`src/rtl/ifu_fetch_if.sv`:
```
// Fetch-stage bus bundle: instruction-SRAM-like request/response channel plus the
// valid/ready handshake towards decode. The fetch stage takes the master side.
interface ifu_fetch_if;
    logic        inst_req;
    logic [31:0] inst_addr;
    logic        inst_addr_ok;
    logic        inst_data_ok;
    logic [31:0] inst_rdata;
    logic        id_valid;
    logic        id_ready;
    logic [31:0] id_pc;
    logic [31:0] id_inst;
    logic        id_adel;

    modport master (
        output inst_req,
        output inst_addr,
        input  inst_addr_ok,
        input  inst_data_ok,
        input  inst_rdata,
        output id_valid,
        input  id_ready,
        output id_pc,
        output id_inst,
        output id_adel
    );

    modport slave (
        input  inst_req,
        input  inst_addr,
        output inst_addr_ok,
        output inst_data_ok,
        output inst_rdata,
        input  id_valid,
        output id_ready,
        input  id_pc,
        input  id_inst,
        input  id_adel
    );
endinterface

```
`src/rtl/ifu_fetch.sv`:
```
// Instruction-fetch request/buffer stage. Issues one bus request per consumed PC,
// collects in-order responses into a circular buffer tagged with their PC and
// hands completed entries to decode. A flush drops buffered entries and counts
// in-flight responses so they can be discarded when they return.
module ifu_fetch #(
    parameter int unsigned DEPTH = 4
) (
    input  logic        clk,
    input  logic        rst,
    input  logic [31:0] pc,
    input  logic        flush,
    output logic        pc_stall,
    ifu_fetch_if.master bus
);

    localparam int unsigned PtrW = $clog2(DEPTH);
    localparam int unsigned CntW = PtrW + 1;

    typedef logic [PtrW-1:0] ptr_t;
    typedef logic [CntW-1:0] cnt_t;

    logic [31:0]      slot_pc_q   [DEPTH];
    logic [31:0]      slot_inst_q [DEPTH];
    logic [DEPTH-1:0] slot_adel_q;
    logic [DEPTH-1:0] slot_filled_q;

    ptr_t head_q;
    ptr_t fill_q;
    ptr_t tail_q;
    cnt_t count_q;
    // Allocated slots still waiting for their data; disambiguates fill == tail.
    cnt_t unfilled_q;
    cnt_t discard_q;

    logic        aligned;
    logic        credit;
    logic [CntW:0] used;
    logic        alloc_req;
    logic        alloc_adel;
    logic        alloc;
    logic        drop;
    logic        fill_en;
    logic        pop;
    cnt_t        flush_discard;

    // Request issue, allocation, response routing and pop decisions.
    always_comb begin
        used          = {1'b0, count_q} + {1'b0, discard_q};
        credit        = used < (CntW + 1)'(DEPTH);
        aligned       = (pc[1:0] == 2'b00);
        bus.inst_req  = aligned && credit && !flush && !rst;
        bus.inst_addr = pc;
        alloc_req     = bus.inst_req && bus.inst_addr_ok;
        // A misaligned PC waits for older fetches so the error entry stays in order.
        alloc_adel    = !aligned && credit && !flush && !rst &&
                        (unfilled_q == '0) && (discard_q == '0);
        alloc         = alloc_req || alloc_adel;
        pc_stall      = !alloc;
        drop          = bus.inst_data_ok && (discard_q != '0);
        // Data with nothing outstanding is a protocol violation and is ignored.
        fill_en       = bus.inst_data_ok && (discard_q == '0) && (unfilled_q != '0);
        pop           = slot_filled_q[head_q] && bus.id_ready;
        flush_discard = discard_q + unfilled_q -
                        cnt_t'(bus.inst_data_ok && ((discard_q != '0) || (unfilled_q != '0)));
    end

    // Decode-facing view of the head slot.
    always_comb begin
        bus.id_valid = slot_filled_q[head_q];
        bus.id_pc    = slot_pc_q[head_q];
        bus.id_inst  = slot_inst_q[head_q];
        bus.id_adel  = slot_adel_q[head_q];
    end

    // Buffer and pointer state; flush overrides allocate, fill and pop.
    always_ff @(posedge clk) begin
        if (rst) begin
            head_q        <= '0;
            fill_q        <= '0;
            tail_q        <= '0;
            count_q       <= '0;
            unfilled_q    <= '0;
            discard_q     <= '0;
            slot_adel_q   <= '0;
            slot_filled_q <= '0;
            for (int i = 0; i < DEPTH; i++) begin
                slot_pc_q[i]   <= '0;
                slot_inst_q[i] <= '0;
            end
        end else if (flush) begin
            head_q        <= '0;
            fill_q        <= '0;
            tail_q        <= '0;
            count_q       <= '0;
            unfilled_q    <= '0;
            slot_filled_q <= '0;
            discard_q     <= flush_discard;
        end else begin
            if (fill_en) begin
                slot_inst_q[fill_q]   <= bus.inst_rdata;
                slot_filled_q[fill_q] <= 1'b1;
            end
            if (pop) begin
                // Clear so a drained slot never looks valid when head reaches it.
                slot_filled_q[head_q] <= 1'b0;
                head_q                <= head_q + 1'b1;
            end
            if (alloc) begin
                slot_pc_q[tail_q]     <= pc;
                slot_inst_q[tail_q]   <= '0;
                slot_adel_q[tail_q]   <= alloc_adel;
                slot_filled_q[tail_q] <= alloc_adel;
                tail_q                <= tail_q + 1'b1;
            end
            // An error entry is born filled, so the fill pointer skips over it.
            fill_q     <= fill_q + ptr_t'(fill_en) + ptr_t'(alloc_adel);
            count_q    <= count_q + cnt_t'(alloc) - cnt_t'(pop);
            unfilled_q <= unfilled_q + cnt_t'(alloc_req) - cnt_t'(fill_en);
            discard_q  <= discard_q - cnt_t'(drop);
        end
    end

endmodule

```
`src/flat_wrapper.sv`:
```
// flat-port wrapper written by rule: the top's interface ports become plain ports
module ifu_fetch_flat 
#(
    parameter int unsigned DEPTH = 4
)
  (clk, rst, pc, flush, pc_stall, bus_inst_req, bus_inst_addr, bus_inst_addr_ok, bus_inst_data_ok, bus_inst_rdata, bus_id_valid, bus_id_ready, bus_id_pc, bus_id_inst, bus_id_adel);
  ifu_fetch_if bus_i ();
  input  logic clk;
  input  logic rst;
  input  logic [31:0] pc;
  input  logic flush;
  output logic pc_stall;
  output wire logic [$bits(bus_i.inst_req)-1:0] bus_inst_req;
  output wire logic [$bits(bus_i.inst_addr)-1:0] bus_inst_addr;
  input wire logic [$bits(bus_i.inst_addr_ok)-1:0] bus_inst_addr_ok;
  input wire logic [$bits(bus_i.inst_data_ok)-1:0] bus_inst_data_ok;
  input wire logic [$bits(bus_i.inst_rdata)-1:0] bus_inst_rdata;
  output wire logic [$bits(bus_i.id_valid)-1:0] bus_id_valid;
  input wire logic [$bits(bus_i.id_ready)-1:0] bus_id_ready;
  output wire logic [$bits(bus_i.id_pc)-1:0] bus_id_pc;
  output wire logic [$bits(bus_i.id_inst)-1:0] bus_id_inst;
  output wire logic [$bits(bus_i.id_adel)-1:0] bus_id_adel;
  assign bus_inst_req = bus_i.inst_req;
  assign bus_inst_addr = bus_i.inst_addr;
  assign bus_i.inst_addr_ok = bus_inst_addr_ok;
  assign bus_i.inst_data_ok = bus_inst_data_ok;
  assign bus_i.inst_rdata = bus_inst_rdata;
  assign bus_id_valid = bus_i.id_valid;
  assign bus_i.id_ready = bus_id_ready;
  assign bus_id_pc = bus_i.id_pc;
  assign bus_id_inst = bus_i.id_inst;
  assign bus_id_adel = bus_i.id_adel;
  ifu_fetch #(.DEPTH(DEPTH)) u_core (.clk(clk), .rst(rst), .pc(pc), .flush(flush), .pc_stall(pc_stall), .bus(bus_i));
endmodule
```
`config.mk`:
```
export PLATFORM = sky130hd
export DESIGN_NAME = ifu_fetch_flat
export DESIGN_NICKNAME = d
export VERILOG_FILES = /design/src/rtl/ifu_fetch_if.sv /design/src/rtl/ifu_fetch.sv /design/src/flat_wrapper.sv
export SDC_FILE = /design/constraint.sdc
export NUM_CORES = 1
export LEC_CHECK = 0
export ABC_AREA = 1
export CORE_MARGIN = 8
export CORE_UTILIZATION = 46
export DETAILED_ROUTE_END_ITERATION = 12
export PLACE_DENSITY = 0.77
export SYNTH_ARGS = -nofsm -noshare
export SYNTH_HDL_FRONTEND = slang
export SYNTH_SLANG_ARGS = --single-unit
```
`constraint.sdc`:
```
create_clock -name clk -period 5.3 [get_ports clk]
set_input_delay 1.325 -clock clk [delete_from_list [all_inputs] [get_ports clk]]
set_output_delay 1.325 -clock clk [all_outputs]
set_load 0.05 [all_outputs]
```
==> results.md <==
* Post-CTS Setup Inserts at 0
* Flops & latches, synth at 281
* Die height at 186 µm
* WL per Instance at 17.7 µm
* Yosys top cell by area: edfxtp_1
* Int Power at 3.88 mW
* Unrepaired setup endpoints after global routing: no
* Layout area overhead at 19.8%
* Fin nets at 1734
* Synth warnings at 0
* Req. time, crit path at 3.97 ns
* Clock slew at reported path FFs at 0.06 ns
* DP Wirelength at 21600 µm
* Final Hold Viols at 0
* Final WS setup at 0.501 ns
* H-tree Lvls at 1
* Pin slew with the least headroom to its limit at 1.03 ns
* Crit-path max FO at 55
* Worst Hold Path EP: u_core.slot_inst_q[2][7]$_SDFFE_PP0P_
* Hold_ws at 0.455 ns
* Synthesized instance count at 1552
* Crit. End Element: output pin
* Reg power frac at 46.9%
* Ports at 170
* Via Count at 11200
* Max-slew headroom at 31.2%
* Max frequency at 208 MHz
* Post-synthesis sequential area ratio at 52.2%
* Max Cap Violations at 0
* Syn Nets at 1645
* Hold path cells at 2
* Root buf cell: clkbuf_16
* Fin crit share at 90.6%
* Critical Path Source Type: flip-flop
* Core ar. at 28500 µm²
* Fillers at 2526
* Max incr delay on CP at 0.71 ns
* Sw Ratio at 25.8%
* Reg2reg end: u_core.slot_pc_q[0][4]$_SDFFCE_PN0P_
* Die area at 34500 µm²
* DRT iter0 DRCs at 1144
* Synth Cell Area at 13200 µm²
* # placed instances at 1994
* Register-to-register setup slack at 2.33 ns
* Setup slack at placement at 0.867 ns
* Gp weighted congestion at 0.822
* Final-report setup violation count at 0
* First-pass GRT wire length at 57500 µm
* Crit-path slowest cell: clkinv_2
* DRT antenna net count at 0
* Vias/cell at 5.45
* Slew Limit Fails at 0
* Chip width at 186 µm
* Hold Crit Class: reg2reg
* GRT Util Overall at 20.6%
* CTS tree: done
* CTS buffer count at 29
* Setup CP Type: reg2out
* DRC viols at 0
* Synth top area share at 29.0%
* Final clock skew at 0.0125 ns
* # diodes at 0
* Clk sinks at 281
* Final setup TNS at 0 ns
* Peak supply drop at 0.262 mV
* Clock Power Share at 40.2%
* Mean post-synth cell area at 8.53 µm²
* Switching power at 1.35 mW
* Initial antenna violation count at 0
* CP cell instances: clkinv_2, buf_12, o21ai_0, o22ai_1, clkdlybuf4s50_1
* PortBufs at 169
* Grt ovf at 0
* Drt pass-1 iters at 5
* Min-delay src: u_core.slot_inst_q[2][7]$_SDFFE_PP0P_
* Detailed Route WL at 36200 µm
* Starting Density at 46.4%
* Clock period minus worst slack at 4.80 ns
* # rows at 62
* Family with the most delay on the worst path: buffers and inverters
* Ranking of synthesized cells by area: edfxtp_1 (29%), dfxtp_1 (23%), nor2_1 (9.8%)
* Tot Pwr at 5.23 mW
* Leak at 6.57 nW
* Max clock buf depth at 3
* Netlist cell types at 35
* Largest net degree at the start of global routing at 77
* FF-to-FF Start: u_core.discard_q[2]$_SDFF_PP0_
* R2R cell count at 11
* Worst Path Arrival at 3.47 ns
* Post-CTS sizing at 0
* Status: completed
* Number of hold buffers added after CTS at 0
* CP bufs+invs at 3
* Layout cells sized above 1 at 7.45%
* PD cells at 330 nW/µm²
* Skew-Pair Late Insertion Delay at 0.55 ns
* Finished Layout Cells at 2048
* Comb power frac at 12.9%
* Vias in the first global route at 11200
-- flip-flops by register name, indices dropped and copies added (netlist names), named ones only --
signal                count
u_core.head_q             2
u_core.slot_inst_q      128
u_core.fill_q             2
u_core.unfilled_q         3
u_core.count_q            3
u_core.slot_adel_q        4
u_core.tail_q             2
u_core.slot_pc_q        128
u_core.discard_q          3
u_core.slot_filled_q      4
-- layout make-up --
class / instances / area (µm²) / share of cell area [%]
clock buffer: 44 / 862 / 5.44
clock inverter: 10 / 135 / 0.852
inverter: 117 / 443 / 2.79
multi-input combinational: 1020 / 5130 / 32.3
sequential: 281 / 6910 / 43.6
tap: 384 / 480 / 3.03
timing repair buffer: 192 / 1900 / 12.0
-- per-layer routing --
| metal | up-vias | part of all wire (%) | global-route usage [%] |
|---|---|---|---|
| li1 | 5274 | - | - |
| met3 | 67 | 8.9 | 4.02 |
| met4 | 0 | 2.8 | 7.15 |
| met2 | 539 | 48 | 35.0 |
| met5 | - | 0 | 0 |
| met1 | 5285 | 40 | 25.9 |
-- layout by cell type (no fill, tap or decap), types with 29 or more instances in the layout --
| cell | synthesis | final |
|---|---|---|
| dfxtp_1 | 153 | 151 |
| o22ai_1 | 65 | 65 |
| nand2_1 | 188 | 188 |
| inv_1 | 106 | 105 |
| nand3_1 | 77 | 77 |
| o21ai_0 | 165 | 165 |
| edfxtp_1 | 128 | 128 |
| clkdlybuf4s50_1 | 0 | 167 |
| clkbuf_16 | 0 | 29 |
| a21oi_1 | 105 | 105 |
| nor2_1 | 345 | 345 |
-- power by group through the flow --
stage / clock network (mW) / logic (mW) / registers, mW
floorplan: 0 / 0.452 / 2.48
global placement: 0 / 0.666 / 2.49
detailed placement: 0 / 0.675 / 2.50
CTS: 2.13 / 0.679 / 2.45
global route: 2.21 / 0.728 / 2.46
finish: 2.10 / 0.675 / 2.45
-- through the flow --
step	util, %	instance area, µm²
global route	55.5	15900
detailed placement	52.0	14900
finish	55.5	15900
CTS	55.5	15900
floorplan	-	13200
global placement	52.0	14900
-- kinds of logic (layout without fill, tap and decap cells) --
group,Yosys count,after routing,synth area share (%)
simple gates,647,647,22.1
compound gates,343,343,13.8
buf+inv,251,363,9.08
xor+xnor,7,7,0.463
fa+ha+maj,23,23,2.40
flops,281,281,52.2
-- tightest hold or removal path, stage by stage (launching register included) --
cell,delay (ns)
dfxtp_1,0.30
nand2_1,0.06
a21oi_1,0.05
-- Yosys cell counts --
cell	count
nor2_1	345
nand2_1	188
o21ai_0	165
dfxtp_1	153
edfxtp_1	128
inv_1	106
a21oi_1	105
nand3_1	77
o22ai_1	65
clkbuf_1	49
buf_2	38
buf_4	35
nor2_8	20
ha_1	19
inv_2	9
buf_6	6
xor2_1	5
a21oi_2	4
buf_1	4
fa_1	4
nand2_2	4
nand2_4	3
nor2_2	3
nor2_4	3
buf_12	2
o211ai_1	2
xnor2_1	2
and3_1	1
clkinv_1	1
inv_4	1
nand3_2	1
nand4_1	1
nor4_1	1
o21ai_1	1
o21bai_1	1
-- how the worst max path moves through the flow --
stage	from	endpoint	depth (start not counted)
floorplan	pc[1]	bus_inst_req	3
CTS	flip-flop	bus_id_inst[24]	5
global route	flip-flop	bus_id_pc[20]	5
finish	flip-flop	bus_id_pc[20]	5
global placement	flush	pc_stall	8
detailed placement	flush	pc_stall	8
No activity file was read; power rests on OpenSTA's default activity.
==> RTL edit (same flow settings) <==
`DEPTH` is set to 4 in 2 places; all go to 2.
--- a/src/rtl/ifu_fetch.sv
+++ b/src/rtl/ifu_fetch.sv
@@ -5,3 +5,3 @@
 module ifu_fetch #(
-    parameter int unsigned DEPTH = 4
+    parameter int unsigned DEPTH = 2
 ) (
--- a/src/flat_wrapper.sv
+++ b/src/flat_wrapper.sv
@@ -3,3 +3,3 @@
 #(
-    parameter int unsigned DEPTH = 4
+    parameter int unsigned DEPTH = 2
 )
Check against the original RTL: not equivalent (Yosys sat finds a counterexample within 4 cycles, from zero or initial values and one cycle with rst high).
==> RTL edit against the unedited design <==
Synthesized area decreased by 49%. Routed wire length decreased by 55%. Sequential cell count decreased by 139. Utilization increased by 5.4 points. Synthesized cell count decreased by 56%. Count of clock-buffer cells in the layout decreased by 26. Final area decreased by 45%. Power decreased by 48%. Die area decreased by 46%. Setup slack improved by 340 ps. Clock skew decreased by 6.8 ps. Sequential share of layout area decreased by 3.8 points. Register-to-register slack improved by 160 ps. Largest cell class unchanged.
==> RTL edit: results (changes against the unedited design) <==
- Outcome: complete, no violations (unchanged)
- Sequential fraction of the synthesis area: 52.0% (was 52.2%)
- DP Wirelength: 10.6 mm (was 21.6 mm)
- Layout cells sized above 1: 16.7% (was 7.45%)
- Top cells by area, synth: edfxtp_1 29%, dfxtp_1 23%, mux2_2 11% (was edfxtp_1 29%, dfxtp_1 23%, nor2_1 9.8%)
- Worst Max-Slew Pin Slew: 824 ps (was 1030 ps)
- Number of DRC markers in iteration 0: 283 (was 1,144)
- EDFF count, synth: 64 (was 128)
- Total number of H-tree levels: 4 (was 1)
- # nets final: 882 (was 1,734)
- Leakage power summed over all cells: 3.41 nW (was 6.57 nW)
- Distinct cell type count of the synthesized netlist: 30 (was 35)
- VDD IR-drop max: 0.170 mV (was 0.262 mV)
- First-pass GRT wire length: 26.1 mm (was 57.5 mm)
- Critical Path AT: 3140 ps (was 3470 ps)
- Pin count of the biggest net entering global routing: 51 (was 77)
- Standard cell area after detailed placement: 8200 µm² (was 14,900 µm²)
- Registers with the most flip-flops: u_core.slot_inst_q x64, u_core.slot_pc_q x64 (was u_core.slot_inst_q x128, u_core.slot_pc_q x128)
- Initial antenna violation count: 0 (unchanged)
- Insertion delay of the later-clocked pin in the worst-skew pair: 410 ps (was 550 ps)
- IO buf count: 169 (unchanged)
- Max Root-Sink Buffers: 2 (was 3)
- Syn_nets: 760 (was 1,645)
- Vias in the first global route: 5,218 (was 11,200)
- Net load switching power: 0.000719 W (was 0.00135 W)
- Final RePlAce weighted congestion: 0.791 (was 0.822)
==> RTL edit: cell count changes after synthesis, sizes merged, moves of 40 or more <==
cell / before / now
o21ai: 166 / 7
o22ai: 65 / 0
edfxtp: 128 / 64
inv: 116 / 59
clkbuf: 49 / 9
dfxtp: 153 / 78
nor2: 371 / 78
mux2: 0 / 64
nand2: 195 / 58
==> RTL edit: final timing paths <==
path	from	endpoint	slack, ps	depth (start not counted)
worst max register to register	u_core.discard_q[0]$_SDFF_PP0_	u_core.slot_inst_q[1][18]$_SDFFE_PP0P_	2490	11
worst min register to register	u_core.slot_inst_q[1][15]$_SDFFE_PP0P_	u_core.slot_inst_q[1][15]$_SDFFE_PP0P_	480	2
worst min-delay path	u_core.slot_inst_q[1][15]$_SDFFE_PP0P_	u_core.slot_inst_q[1][15]$_SDFFE_PP0P_	480	2
worst max-delay path	flush	pc_stall	840	8
==> RTL edit: power by group through the flow <==
stage	sequential [W]	combinational, W	clock (W)
after detailed placement	0.00123	0.000422	0
after CTS	0.00121	0.000423	0.00114
after global routing	0.00121	0.000447	0.00119
final	0.00121	0.000418	0.00112
after floorplan	0.00123	0.000277	0
after global placement	0.00123	0.000420	0
==> RTL edit: metrics by stage <==
| stage | cells | setup WS, ps | utilization [%] | power (W) | hold slack, ps |
|---|---|---|---|---|---|
| CTS | 1000 | 825 | 60.9 | 0.00277 | 479 |
| finish | 1000 | 838 | 60.9 | 0.00274 | 478 |
| global placement | 969 | 855 | 57.1 | 0.00165 | 458 |
| floorplan | 682 | 1360 | - | 0.00150 | 444 |
| detailed placement | 969 | 830 | 57.1 | 0.00165 | 471 |
| global route | 1000 | 714 | 60.9 | 0.00284 | 494 |
==> RTL edit: area by class of cell <==
| type | instances | area [µm²] |
|---|---|---|
| clock buffers | 18 | 429 |
| flip-flops and latches | 142 | 3480 |
| fillers | 1200 | 5610 |
| well taps | 184 | 230 |
| multi-input cells | 406 | 2500 |
| inverters | 60 | 226 |
| repair buffers | 177 | 1760 |
| clock inverters | 13 | 125 |
==> RTL edit: critical path: stages <==
cell and delay, ps:
clkdlybuf4s50_1 530, nor2_2 70, nand2_1 100, inv_2 60, nand3_2 100, nand2_4 100, inv_1 60, clkdlybuf4s50_1 790
==> RTL edit: logic make-up after synthesis <==
| group | synth area share, % |
|---|---|
| XOR/XNOR | 0.785 |
| AND/OR/NAND/NOR | 17.0 |
| buffers and inverters | 10.7 |
| multiplexers | 10.8 |
| AO/OA/AOI/OAI | 7.10 |
| flip-flops | 52.0 |
| adder cells (fa/ha/maj) | 1.61 |
==> RTL edit: per-layer routing <==
layer / global-route usage [%] / vias to the layer above / share of wire (%)
li1: - / 2522 / -
met1: 21.5 / 2459 / 44
met2: 28.8 / 186 / 47
met3: 6.46 / 9 / 9.0
met4: 4.88 / 0 / 0.61
met5: 0 / - / 0
